$ cat config.mk
export PLATFORM = sky130hd
export DESIGN_NAME = orx_tree_gea1
export DESIGN_NICKNAME = d
export VERILOG_FILES = /design/src/rtl/orx_pkg.sv /design/src/rtl/orx_node_gea1.sv /design/src/rtl/orx_tree_gea1.sv
export SDC_FILE = /design/constraint.sdc
export NUM_CORES = 1
export LEC_CHECK = 0
export CAP_MARGIN = 10
export CORE_MARGIN = 4
export CORE_UTILIZATION = 42
export CTS_CLUSTER_SIZE = 28
export DETAILED_ROUTE_END_ITERATION = 10
export PLACE_DENSITY = 0.76
export SYNTH_ARGS = -nofsm -noshare
export SYNTH_HDL_FRONTEND = slang
export SYNTH_HIERARCHICAL = 1
export SYNTH_SLANG_ARGS = --single-unit
$ cat constraint.sdc
create_clock -name clk -period 1.3 [get_ports clk]
set_clock_uncertainty 0.05 [all_clocks]
set_input_delay 0.26 -clock clk [delete_from_list [all_inputs] [get_ports clk]]
set_output_delay 0.26 -clock clk [all_outputs]
set_load 0.01 [all_outputs]
$ cat src/rtl/orx_pkg.sv
// Shared encodings and elaboration helpers for the orx reduction-tree cells.
package orx_pkg;

    localparam logic [1:0] ORX_MODE_OR  = 2'b00;
    localparam logic [1:0] ORX_MODE_AND = 2'b01;
    localparam logic [1:0] ORX_MODE_XOR = 2'b10;

    // Neutral element of the selected reduction; reserved mode behaves as OR.
    function automatic logic orx_identity(input logic [1:0] mode);
        return (mode == ORX_MODE_AND);
    endfunction

    function automatic int unsigned orx_clog(input int unsigned size, input int unsigned radix);
        int unsigned span;
        int unsigned lv;
        span = 1;
        lv   = 0;
        while (span < size) begin
            span = span * radix;
            lv++;
        end
        return lv;
    endfunction

    function automatic int unsigned orx_levels(input int unsigned size, input int unsigned radix);
        int unsigned lv;
        lv = orx_clog(size, radix);
        return (lv == 0) ? 1 : lv;
    endfunction

    function automatic int unsigned orx_pow(input int unsigned base, input int unsigned ex);
        int unsigned r;
        r = 1;
        for (int unsigned i = 0; i < ex; i++) begin
            r = r * base;
        end
        return r;
    endfunction

endpackage

$ cat src/rtl/orx_node_gea1.sv
// One RADIX-input combinational tree node; reduces its inputs with the selected operator.
module orx_node_gea1 #(
    parameter int unsigned RADIX = 4
) (
    input  logic [RADIX-1:0] d_i,
    input  logic [1:0]       mode_i,
    output logic             y_o
);
    import orx_pkg::*;

    always_comb begin
        y_o = |d_i;
        case (mode_i)
            ORX_MODE_AND: y_o = &d_i;
            ORX_MODE_XOR: y_o = ^d_i;
            default:      y_o = |d_i;
        endcase
    end

endmodule

$ cat src/rtl/orx_tree_gea1.sv
// Pipelined OR/AND/XOR reduction tree with per-bit enables, valid tagging and a sticky flag.
module orx_tree_gea1 #(
    parameter int unsigned SIZE  = 16,
    parameter int unsigned RADIX = 4
) (
    input  logic            clk,
    input  logic            rst_n,
    input  logic            in_vld,
    input  logic [SIZE-1:0] a,
    input  logic [SIZE-1:0] en,
    input  logic [1:0]      mode,
    input  logic            clr,
    output logic            y,
    output logic            out_vld,
    output logic            y_sticky
);
    import orx_pkg::*;

    localparam int unsigned Levels = orx_levels(SIZE, RADIX);
    // Leaves are padded up to a full tree so every node sees exactly RADIX inputs.
    localparam int unsigned Leaves = orx_pow(RADIX, Levels);

    logic [Leaves-1:0] leaf;
    logic              sticky_q, sticky_d;
    logic              sticky_set;

    always_comb begin
        leaf = {Leaves{orx_identity(mode)}};
        for (int unsigned i = 0; i < SIZE; i++) begin
            if (en[i]) begin
                leaf[i] = a[i];
            end
        end
    end

    for (genvar l = 0; l < Levels; l++) begin : g_lvl
        localparam int unsigned NIn  = orx_pow(RADIX, Levels - l);
        localparam int unsigned NOut = NIn / RADIX;

        logic [NIn-1:0]  din;
        logic [1:0]      mode_in;
        logic            vld_in;
        logic [NOut-1:0] dnode;
        logic [NOut-1:0] dat_q;
        logic            vld_q;

        if (l == 0) begin : g_src
            assign din     = leaf;
            assign mode_in = mode;
            assign vld_in  = in_vld;
        end else begin : g_chain
            assign din     = g_lvl[l-1].dat_q;
            assign mode_in = g_lvl[l-1].g_mreg.mode_q;
            assign vld_in  = g_lvl[l-1].vld_q;
        end

        for (genvar n = 0; n < NOut; n++) begin : g_node
            orx_node_gea1 #(
                .RADIX(RADIX)
            ) u_node (
                .d_i   (din[n*RADIX +: RADIX]),
                .mode_i(mode_in),
                .y_o   (dnode[n])
            );
        end

        always_ff @(posedge clk or negedge rst_n) begin
            if (!rst_n) begin
                dat_q <= '0;
                vld_q <= 1'b0;
            end else begin
                vld_q <= vld_in;
                if (vld_in) begin
                    dat_q <= dnode;
                end
            end
        end

        // The final level has no consumer for the mode, so it carries none.
        if (l < Levels - 1) begin : g_mreg
            logic [1:0] mode_q;
            always_ff @(posedge clk or negedge rst_n) begin
                if (!rst_n) begin
                    mode_q <= ORX_MODE_OR;
                end else if (vld_in) begin
                    mode_q <= mode_in;
                end
            end
        end
    end

    assign y       = g_lvl[Levels-1].dat_q[0];
    assign out_vld = g_lvl[Levels-1].vld_q;

    // Set term uses the values landing in y/out_vld on this same edge.
    assign sticky_set = g_lvl[Levels-1].vld_in & g_lvl[Levels-1].dnode[0];

    always_comb begin
        sticky_d = (sticky_q & ~clr) | sticky_set;
    end

    always_ff @(posedge clk or negedge rst_n) begin
        if (!rst_n) begin
            sticky_q <= 1'b0;
        end else begin
            sticky_q <= sticky_d;
        end
    end

    assign y_sticky = sticky_q;

endmodule

==> results of run 1 <==
metal layers:
metal | wire [µm] | part of all wire | vias up | GRT usage
met1 | 1400 | 0.36 | 610 | 0.204
met2 | 2260 | 0.59 | 35 | 0.398
met4 | 22 | 0.0057 | 0 | 0.0323
met3 | 144 | 0.038 | 2 | 0.0195
li1 | - | - | 618 | -
met5 | 0 | 0 | - | 0
placed cells by master, fill, tap and decap left out, drive strengths merged, types with 3 or more instances in the layout:
cell type	n
dfrtp	10
nand2	17
xnor2	5
buf	38
nand4b	5
clkdlybuf4s50	3
clkbuf	4
ha	30
mux2	6
a21bo	5
dlygate4sd2	35
inv	37
o311ai	5
o21ai	18
path summary, 6_finish.rpt:
kind / from / end / slack [ns] / cells past startpoint
worst max-delay path: en[11] / g_lvl[0].dat_q[2]$_DFFE_PN0P_ / -0.25 / 9
min in group clk: mode[1] / g_lvl[0].g_mreg.mode_q[1]$_DFFE_PN0P_ / 0.35 / 3
max in group asynchronous: rst_n / g_lvl[0].g_mreg.mode_q[1]$_DFFE_PN0P_ / 0.62 / 1
worst min register to register: g_lvl[0].vld_q$_DFF_PN0_ / out_vld$_DFF_PN0_ / 0.36 / 0
worst min-delay path: rst_n / g_lvl[0].g_mreg.mode_q[0]$_DFFE_PN0P_ / 0.26 / 1
worst max register to register: g_lvl[0].dat_q[0]$_DFFE_PN0P_ / y$_DFFE_PN0P_ / -0.11 / 6
kinds of logic (layout without fill, tap and decap cells):
family,after synthesis,in the layout,synth area share
buffers and inverters,39,117,0.124
and+or+nand+nor,23,24,0.0933
AOI/OAI and AO/OA,28,28,0.199
xor gates and xnor gates,5,5,0.0337
DFF,10,10,0.192
muxes,6,6,0.0692
adders and majority gates,30,30,0.288
state kept, by name, indices dropped and copies added (netlist names):
signal / count
y_sticky: 1
g_lvl.dat_q: 4
g_lvl.vld_q: 1
g_lvl.g_mreg.mode_q: 2
y: 1
out_vld: 1
power by group:
part           leakage [nW]  internal, mW  switching [mW]
Sequential            0.119         0.362          0.0378
Combinational          1.01         0.581           0.428
Clock                0.0210         0.170           0.117
metrics by stage:
| stage | power [mW] | instances | hold WS (ns) |
|---|---|---|---|
| after floorplan | 0.790 | 141 | -0.0856 |
| after global placement | 1.11 | 237 | 0.327 |
| after detailed placement | 1.17 | 237 | 0.341 |
| after CTS | 1.60 | 250 | 0.268 |
| after global routing | 1.82 | 251 | 0.284 |
| final | 1.69 | 251 | 0.264 |
final cells by class:
class                      count  area, µm²  area share
multi-input combinational     93       1190       0.517
timing repair buffer          76        643       0.280
sequential                    10        250       0.109
inverter                      37        139      0.0605
tap                           31       38.8      0.0169
clock buffer                   4       36.3      0.0158
Yosys cell counts:
| cell type | count |
|---|---|
| a21bo_2 | 5 |
| buf_6 | 2 |
| dfrtp_1 | 10 |
| ha_1 | 30 |
| inv_1 | 37 |
| mux2_4 | 6 |
| nand2_1 | 17 |
| nand2b_4 | 1 |
| nand4b_1 | 5 |
| o21ai_0 | 8 |
| o21ai_2 | 10 |
| o311ai_2 | 5 |
| xnor2_1 | 5 |
timing repair:
item / 4_1_cts / 5_1_grt
buffers inserted: 8 / 1
gates cloned: 1 / 0
resized for setup: 90 / 18
endpoints found under the setup margin: 9 / 6
pin swaps: 23 / 11
worst max-delay path: cells and delay by family:
family | cells | cell delay, ns
muxes | 1 | 0.26
adders and majority gates | 1 | 0.16
buffers and inverters | 3 | 0.53
and+or+nand+nor | 2 | 0.24
AOI/OAI and AO/OA | 2 | 0.19
==> results.sh, run 1 <==
export IMPL_die_height_um=63.7
export IMPL_clock_latency_ns=0.26
export IMPL_core_mm2=0.00285
export IMPL_status="finished with violations"
export IMPL_via_per_inst=5.04
export IMPL_hold_viol_final=0
export IMPL_drt_iter0_markers=43
export IMPL_place_hpwl_um=2720
export IMPL_postCtsHoldBufs=0
export IMPL_vdd_ir_drop_worst_mv=0.413
export IMPL_syn2layout_area_growth_pct=76.3
export IMPL_synth_top_area_cell="ha_1"
export IMPL_place_area_mm2=0.00193
export IMPL_gp_congestion=0.739
export IMPL_post_route_drc_count=0
export IMPL_numPortBuffers=40
export IMPL_routed_wl_um=3830
export IMPL_tritoncts="built"
export IMPL_vias=1265
export IMPL_synthCells=141
export IMPL_grtUsageTotal=0.192
export IMPL_drive_gt1_frac=0.514
export IMPL_ys_ff_latch=10
export IMPL_yosysUniqueCellTypes=13
export IMPL_ant_nets=0
export IMPL_start_util=0.456
export IMPL_place_ws_ns=-1.01
export IMPL_drt_pass1_iter_count=4
export IMPL_cts_path_max_buffers=2
export IMPL_start_kind="primary input"
export IMPL_max_stage_delay_ns=0.28
export IMPL_fill_cells=192
export IMPL_clock_sinks=10
export IMPL_die_x_um=63.7
export IMPL_fp_row_count=19
export IMPL_ios=41
export IMPL_relSlewSlack=0.684
export IMPL_path_clk_slew_ns=0.07
export IMPL_numCtsBuffers=3
export IMPL_crit_path_top_delay_cell="dlygate4sd2_1"
export IMPL_fin_crit_sh=1.19
export IMPL_final_nets=289
export IMPL_dieArea_mm2=0.00405
export IMPL_synth_top_area_share=0.288
export IMPL_crit_path_frequent_cell="buf_4"
export IMPL_worst_pin_slew_ns=0.472
export IMPL_setup_tns_ns=-1.15
export IMPL_syn_avg_cell_area_um2=9.23
export IMPL_cellLeakagePower_nw=1.15
export IMPL_antenna_found_initial=0
export IMPL_crit_arrival_ns=1.66
export IMPL_worstPathCellList="dlygate4sd2_1 > nand2_1 > o21ai_4 > buf_4 > buf_4 > ha_1 > nand4b_1 > o311ai_2 > mux2_4"
export IMPL_path_class="primary input to flip-flop"
export IMPL_critPathCaptureType="flip-flop"
export IMPL_synth_seq_area_share=0.192
export IMPL_grt_pass1_vias=1430
export IMPL_fmax_mhz=644
export IMPL_syn_area_mm2=0.00130
export IMPL_synth_area_top_cells="ha_1, dfrtp_1, inv_1"
export IMPL_critical_path_max_fanout=2
export IMPL_overflow=0
export IMPL_setup_viol_count_final=6
export IMPL_synth_nets=209
export IMPL_violations="setup timing"
export IMPL_cts_max_level=1
export IMPL_finalCoreUtilization=0.804
export IMPL_min_path_type="primary input to async pin"
export IMPL_cp_required_ns=1.40
export IMPL_power_density_mw_per_mm2=739
export IMPL_fin_crit_ns=1.55
export IMPL_grt_pass1_wl_um=6270
export IMPL_root_buffer="clkbuf_4"
export IMPL_grt_max_degree=11
export IMPL_worst_slack_ns=-0.252
export IMPL_drv_slew=0
export IMPL_ys_warn_count=6
export IMPL_rsz0062_at_grt="yes"
export IMPL_wl_per_cell_um=15.3
export IMPL_antenna_cells=0
export IMPL_maxCapViolCount=0
export IMPL_fin_area_mm2=0.00229
(Power assumes the default switching activity.)
==> inputs of run 2 (changes only) <==
- CORE_UTILIZATION: 42 -> 44
- CTS_BUF_LIST: default -> sky130_fd_sc_hd__clkbuf_4
- MAX_ROUTING_LAYER: default -> met4
- PLACE_DENSITY: 0.76 -> 0.79
==> run 2 against run 1 <==
Compared with the run above:
- the flow still finishes with violations (setup timing)
- sequential share of layout area decreased by 0.26 points
- non-clock buffer count shrank 1
- highest routed layer unchanged
- worst setup slack worse by 0.076 ns
- hold slack improved by 0.0014 ns
- critical endpoint is now g_lvl[0].dat_q[0]$_DFFE_PN0P_
- critical path depth unchanged
- sequential cell count unchanged
- maximum frequency down 4.7%
- final cell count shrank 1.2%
- critical path type unchanged
==> results.sh, run 2 (same netlist as run 1, synthesis figures left out) <==
export IMPL_overflow=0
export IMPL_path_clk_slew_ns=0.06
export IMPL_gp_congestion=0.785
export IMPL_reg_top3="g_lvl.dat_q x4, g_lvl.g_mreg.mode_q x2"
export IMPL_reg2regPathDepth=7
export IMPL_final_cell_mix="buf_4, dlygate4sd2_1, inv_2"
export IMPL_via_per_inst=5.23
export IMPL_largest_register="g_lvl.dat_q"
export IMPL_setup_viol_count_final=6
export IMPL_place_area_mm2=0.00193
export IMPL_violations="setup timing"
export IMPL_setup_tns_ns=-1.39
export IMPL_finalCoreUtilization=0.845
export IMPL_cts_max_level=1
export IMPL_cts_path_max_buffers=2
export IMPL_drive_gt1_frac=0.562
export IMPL_wl_per_cell_um=17.9
export IMPL_fill_cells=132
export IMPL_fin_crit_sh=1.25
export IMPL_cellLeakagePower_nw=1.18
export IMPL_min_path_type="primary input to async pin"
export IMPL_crit_arrival_ns=1.73
export IMPL_relSlewSlack=0.691
export IMPL_clock_latency_ns=0.26
export IMPL_drv_slew=0
export IMPL_ant_nets=0
export IMPL_antenna_cells=0
export IMPL_worst_slack_ns=-0.328
export IMPL_core_mm2=0.00278
export IMPL_tritoncts="built"
export IMPL_status="finished with violations"
export IMPL_post_route_drc_count=0
export IMPL_place_hpwl_um=2800
export IMPL_power_density_mw_per_mm2=702
export IMPL_fp_row_count=19
export IMPL_worst_pin_slew_ns=0.462
export IMPL_grt_pass1_wl_um=7060
export IMPL_placed_cells=237
export IMPL_antenna_found_initial=0
export IMPL_dieArea_mm2=0.00389
export IMPL_drt_pass1_iter_count=4
export IMPL_hold_viol_final=0
export IMPL_maxCapViolCount=0
export IMPL_critical_path_max_fanout=5
export IMPL_die_x_um=62.4
export IMPL_grt_pass1_vias=1527
export IMPL_vdd_ir_drop_worst_mv=0.884
export IMPL_die_height_um=62.4
export IMPL_ios=41
export IMPL_numPortBuffers=40
export IMPL_fin_area_mm2=0.00235
export IMPL_fmax_mhz=614
export IMPL_start_kind="primary input"
export IMPL_mostFrequentLayoutCell="buf_4"
export IMPL_cp_required_ns=1.40
export IMPL_rsz0062_at_grt="yes"
export IMPL_start_util=0.468
export IMPL_grtUsageTotal=0.232
export IMPL_timing_hold_ws_ns=0.265
export IMPL_fin_crit_ns=1.63
export IMPL_syn2layout_area_growth_pct=80.6
export IMPL_largest_reg_flops=4
export IMPL_final_nets=287
export IMPL_power_total_mw=1.65
export IMPL_layoutNonFillerInstCount=248
export IMPL_numCtsBuffers=3
export IMPL_postCtsHoldBufs=0
export IMPL_clock_sinks=10
export IMPL_root_buffer="clkbuf_4"
export IMPL_vias=1297
export IMPL_routed_wl_um=4440
export IMPL_critPathCaptureType="flip-flop"
export IMPL_place_ws_ns=-1.05
export IMPL_path_class="primary input to flip-flop"
export IMPL_drt_iter0_markers=28
export IMPL_grt_max_degree=11
[run 2: routing by layer]
layer / vias up / share of wire / GRT usage
li1: 608 / - / -
met3: 16 / 0.036 / 0.0198
met1: 629 / 0.35 / 0.216
met4: 0 / 0.038 / 0.101
met5: - / 0 / -
met2: 44 / 0.57 / 0.468
[run 2: timing repair]
| item | 4_1_cts | 5_1_grt |
|---|---|---|
| setup endpoints to repair | 9 | 6 |
| setup buffers | 6 | 1 |
| resized for setup | 103 | 19 |
| pin swaps | 22 | 15 |
| gates cloned | 1 | 0 |
[run 2: critical path: stages]
cell      delay (ns)
buf_6           0.09
nand2b_4        0.19
buf_12          0.16
o21ai_4         0.14
inv_2           0.06
ha_4            0.24
xnor2_2         0.17
o311ai_2        0.11
mux2_4          0.28
[run 2: final cells by class]
class | instances | area (µm²) | share of cell area
tap | 31 | 38.8 | 0.0165
sequential | 10 | 250 | 0.106
multi-input combinational | 92 | 1220 | 0.520
clock buffer | 3 | 22.5 | 0.00958
timing repair buffer | 75 | 677 | 0.288
inverter | 37 | 139 | 0.0591
[run 2: power breakdown]
| group | internal, mW | switching (mW) |
|---|---|---|
| logic | 0.588 | 0.454 |
| registers | 0.362 | 0.0357 |
| clock network | 0.107 | 0.102 |
| total | 1.06 | 0.592 |
[run 2: final timing paths]
| check | start | to | slack, ns |
|---|---|---|---|
| max | mode[1] | g_lvl[0].dat_q[0]$_DFFE_PN0P_ | -0.33 |
| min | rst_n | y_sticky$_DFF_PN0_ | 0.27 |
| max reg2reg | g_lvl[0].dat_q[0]$_DFFE_PN0P_ | y$_DFFE_PN0P_ | -0.10 |
| min reg2reg | g_lvl[0].vld_q$_DFF_PN0_ | out_vld$_DFF_PN0_ | 0.36 |
| max in group asynchronous | rst_n | g_lvl[0].dat_q[3]$_DFFE_PN0P_ | 0.62 |
| min in group clk | mode[1] | g_lvl[0].g_mreg.mode_q[1]$_DFFE_PN0P_ | 0.36 |
==> patch 1: new RTL, config.mk and constraints of run 2 <==
Make the reset (`rst_n`) synchronous in 3 clocked blocks.
--- a/src/rtl/orx_tree_gea1.sv
+++ b/src/rtl/orx_tree_gea1.sv
@@ -64,7 +64,7 @@
             );
         end
 
-        always_ff @(posedge clk or negedge rst_n) begin
+        always_ff @(posedge clk) begin
             if (!rst_n) begin
                 dat_q <= '0;
                 vld_q <= 1'b0;
@@ -79,7 +79,7 @@
         // The final level has no consumer for the mode, so it carries none.
         if (l < Levels - 1) begin : g_mreg
             logic [1:0] mode_q;
-            always_ff @(posedge clk or negedge rst_n) begin
+            always_ff @(posedge clk) begin
                 if (!rst_n) begin
                     mode_q <= ORX_MODE_OR;
                 end else if (vld_in) begin
@@ -99,7 +99,7 @@
         sticky_d = (sticky_q & ~clr) | sticky_set;
     end
 
-    always_ff @(posedge clk or negedge rst_n) begin
+    always_ff @(posedge clk) begin
         if (!rst_n) begin
             sticky_q <= 1'b0;
         end else begin
Function: differs if rst_n is asserted again (counterexample within 4 cycles, from zero or initial values and one cycle with rst_n low); with rst_n held inactive, the same outputs for 10 cycles.
==> patch 1 against run 2 <==
- the run still ends with setup timing left
- utilization decreased by 5.2 points
- count of clock-buffer cells in the layout unchanged
- global-route usage decreased by 1.8 points
- critical endpoint is now g_lvl[0].dat_q[2]
- critical path depth increased by 1
- synthesized area decreased by 1.5%
- highest routed layer unchanged
- largest cell class unchanged
- cell area decreased by 6.2%
- routed wire length decreased by 13%
- sequential power decreased by 15%
- setup slack improved by 0.012 ns
- sequential cell count unchanged
- total power decreased by 21%
==> patch 1: results (changes against run 2) <==
- Top post-synthesis cells by area: ha_1 29%, dfxtp_1 16%, inv_1 10%
- GR Layer Usage met3: 0.0434 (+0.0236)
- GPL Wtd Cong: 0.778 (-0.90%)
- Number of global-route vias before repair: 1,440 (-5.7%)
- M2 GR Usage: 0.438 (-0.0297)
- Post-synthesis net count: 217 (+3.8%)
- Multi-input gate share of total cell area: 0.526 (+0.00531)
- Non-clock buffer share: 0.294 (+0.00591)
- First-pass GRT wire length: 5.92 mm (-16%)
- Post-synthesis xor/xnor area fraction: 0.0342 (+0.000526)
- Met2 WL post-DR: 2.26 mm (-11%)
- Hold path startpoint: mode[1]
- CP max FO: 2 (-3)
- Compound-Gate Fraction of Synth Area: 0.206 (+0.00702)
- Seq/Total Area, Yosys: 0.156 (-0.0361)
- Reg2reg end: y
- Clock network area share: 0.0119 (+0.00233)
- Synth unique cells: 17 (+4)
- Tightest Pin Transition: 0.289 ns (-0.173 ns)
- Synth Area in Adders: 0.293 (+0.00451)
- Share of post-route cells with drive strength above 1: 0.424 (-0.139)
- Lkg Pwr: 1.09 nW (-7.6%)
- Via count: 1,331 (+2.6%)
- Area after DPL: 0.00189 mm² (-2.5%)
- GRT met1 Usage: 0.190 (-0.0257)
- Hold slack: 0.421 ns (+0.156 ns)
- Pre-CTS WS: -1.06 ns (-0.00938 ns)
- Synth Instances: 149 (+5.7%)
- Vias per Instance: 5.12 (-2.1%)
- Outcome: finished, violations left
- Final HPWL DP: 2.63 mm (-5.9%)
- Wl on met1: 1.32 mm (-16%)
- Tot GR Track Use: 0.214 (-0.0180)
- Placed Cells: 243 (+2.5%)
- Endpoints failing setup: 6 (unchanged)
- Multi-input combinational cell count: 103 (+12%)
- #FFs+latches synth: 10 (unchanged)
- Drt total wl: 3.86 mm (-13%)
- Nets@finish: 298 (+3.8%)
- Hold Crit Class: in -> reg
- Commonest cells post-synth: 35 x inv_1, 30 x ha_1, 17 x nand2_1, 10 x dfxtp_1, 10 x o21ai_2
- Finished Core Util: 0.793 (-0.0522)
- Sequential share of cell area: 0.0914 (-0.0151)
- 1st-iter DRT viols: 27 (-3.6%)
- Worst Reg-to-Reg Cells: 6 (-1)
- DR WL met3: 167 µm (+5.0%)
- Final WS setup: -0.317 ns (+0.0119 ns)
- Failing checks: setup timing
- Worst r2r src: g_lvl[0].dat_q[2]
- Multiplexer share of the synthesized area: 0.0469 (-0.0224)
-- patch 1: power by group through the flow --
| stage | Clock (W) | Combinational (W) | Sequential, W |
|---|---|---|---|
| 6_report | 0.000216 | 0.000747 | 0.000340 |
| 2_1_floorplan | 0 | 0.000307 | 0.000349 |
| 5_1_grt | 0.000246 | 0.000808 | 0.000343 |
| 4_1_cts | 0.000223 | 0.000703 | 0.000340 |
| 3_3_place_gp | 0 | 0.000551 | 0.000345 |
| 3_5_place_dp | 0 | 0.000592 | 0.000347 |
-- patch 1: critical path, cell delays in order --
cell,delay [ns]
clkdlybuf4s50_1,0.41
nand2_1,0.11
o21ai_4,0.07
buf_4,0.13
buf_4,0.12
ha_1,0.18
nand4b_1,0.11
o311ai_2,0.11
mux2i_1,0.16
nor2b_1,0.07
-- patch 1: cells by family after synthesis --
| kind of cell | count (synthesis) |
|---|---|
| flops | 10 |
| buf+inv | 37 |
| xor+xnor | 5 |
| compound gates | 28 |
| simple gates | 33 |
| mux | 6 |
| fa+ha+maj | 30 |
-- patch 1: how the worst max path moves through the flow --
stage	from	end	slack [ns]	cells after the start
after floorplan	mode[1]	g_lvl[0].dat_q[1]	-0.34	9
final	a[8]	g_lvl[0].dat_q[2]	-0.32	10
after global routing	a[8]	g_lvl[0].dat_q[2]	-0.34	9
after CTS	mode[1]	g_lvl[0].dat_q[2]	-0.33	9
after detailed placement	mode[0]	g_lvl[0].dat_q[1]	-1.06	9
after global placement	mode[0]	g_lvl[0].dat_q[1]	-0.96	9
-- patch 1: timing repair --
action                                 in CTS  in global routing
endpoints found under the hold margin       0                  0
cloned                                      1                  0
gates resized for setup                    87                 10
setup endpoints to repair                   9                  6
buffers inserted                            9                  3
pin swaps                                  26                 11
==> patch 2: new RTL, config.mk and constraints of run 2 <==
Made on the original files. `RADIX` is set to 4 in 2 places; all go to 3.
--- a/src/rtl/orx_node_gea1.sv
+++ b/src/rtl/orx_node_gea1.sv
@@ -1,6 +1,6 @@
 // One RADIX-input combinational tree node; reduces its inputs with the selected operator.
 module orx_node_gea1 #(
-    parameter int unsigned RADIX = 4
+    parameter int unsigned RADIX = 3
 ) (
     input  logic [RADIX-1:0] d_i,
     input  logic [1:0]       mode_i,
--- a/src/rtl/orx_tree_gea1.sv
+++ b/src/rtl/orx_tree_gea1.sv
@@ -1,7 +1,7 @@
 // Pipelined OR/AND/XOR reduction tree with per-bit enables, valid tagging and a sticky flag.
 module orx_tree_gea1 #(
     parameter int unsigned SIZE  = 16,
-    parameter int unsigned RADIX = 4
+    parameter int unsigned RADIX = 3
 ) (
     input  logic            clk,
     input  logic            rst_n,
Function: changed (a bounded check fails within 4 cycles, from zero or initial values and one cycle with rst_n low).
==> patch 2 against run 2 <==
- the flow still finishes with violations (setup timing)
- combinational power up 68%
- total power is 82% higher
- cell area grew 53%
- sequential share of layout area up 4.0 points
- global-route usage is 6.3 points lower
- utilization is 14 points lower
- count of clock-buffer cells in the layout increased by 1
- sequential cell count is 11 higher
- routed wire length is 15% higher
- synthesized cell count grew 75%
- setup slack lost 0.24 ns
- synthesized area rose by 79%
- critical endpoint is now g_lvl[0].dat_q[4]
- largest cell class unchanged
- highest routed layer unchanged
==> patch 2: results (changes against run 2) <==
- Outcome: finished, violations left
- Failing checks: setup timing
- GRT met1 Usage: 0.181 (-0.0352)
- Pre-CTS WS: -1.33 ns (-0.279 ns)
- M2 GR Usage: 0.334 (-0.134)
- Synthesized area per cell: 9.43 µm² (+2.1%)
- GR Layer Usage met3: 0.0133 (-0.00648)
- Met2 WL post-DR: 2.86 mm (+12%)
- Peak supply drop: 0.439 mV (-50%)
- Endpoints failing setup: 14 (+8)
- Hold slack: 0.235 ns (-0.0299 ns)
- Drt total wl: 5.13 mm (+15%)
- P_sw: 0.000988 W (+67%)
- First-pass GRT wire length: 8.66 mm (+23%)
- Largest net degree at the start of global routing: 22 (+11)
- Final WS setup: -0.567 ns (-0.239 ns)
- Commonest cells post-synth: 55 x inv_1, 52 x ha_1, 21 x dfrtp_1, 19 x mux2_2, 17 x nand2_1
- Share of post-route cells with drive strength above 1: 0.430 (-0.132)
- Fin crit share: 1.44 (+0.183)
- Int Pwr: 0.00202 W (+91%)
- Final HPWL DP: 3.71 mm (+33%)
- Reg2reg setup slack: -0.51 ns (-0.41 ns)
- Tot GR Track Use: 0.169 (-0.0633)
- CP max FO: 7 (+2)
- Seq/Total Area, Yosys: 0.226 (+0.0334)
- Tightest Pin Transition: 0.276 ns (-0.186 ns)
[patch 2: cell count changes after synthesis, moves of 4 or more]
cell	delta
ha_1	+22
o311ai_2	-5
nor2b_1	+13
inv_1	+18
mux2_4	+4
dfrtp_1	+11
a21o_1	+13
xnor2_1	-5
a221o_1	+13
mux2_2	+19
nand4b_1	-5
a21bo_2	-5
nor2_1	+13
[patch 2: repair_timing]
item / CTS / global route
resized for setup: 74 / 24
buffers inserted: 5 / 1
setup endpoints to repair: 17 / 16
pin swaps: 19 / 8
[patch 2: cell type report]
cell class	instances	area [µm²]
flip-flops and latches	21	528
inverters	55	210
fillers	384	1520
multi-input cells	169	1880
clock buffers	4	30.0
well taps	70	87.6
repair buffers	100	855
[patch 2: worst max-delay path, cell delays in order]
cell	delay, ns
buf_6	0.09
nand2b_4	0.18
buf_12	0.16
o21ai_4	0.13
inv_2	0.06
ha_4	0.26
mux2_4	0.28
a221o_1	0.34
mux2_4	0.25
[patch 2: cell families (layout without fill, tap and decap cells)]
group / Yosys count / after routing / share of synthesized area
buffers and inverters: 57 / 159 / 0.0983
AO/OA/AOI/OAI: 44 / 44 / 0.151
multiplexers: 29 / 29 / 0.156
adder cells (fa/ha/maj): 52 / 52 / 0.279
AND/OR/NAND/NOR: 44 / 44 / 0.0892
flip-flops: 21 / 21 / 0.226
[patch 2: worst max-delay path by stage]
stage | end | slack (ns)
finish | g_lvl[0].dat_q[4] | -0.57
global route | g_lvl[0].dat_q[4] | -0.61
CTS | g_lvl[0].dat_q[3] | -0.61
detailed placement | g_lvl[0].dat_q[3] | -1.33
global placement | g_lvl[0].dat_q[5] | -1.29
floorplan | g_lvl[0].dat_q[6] | -0.91
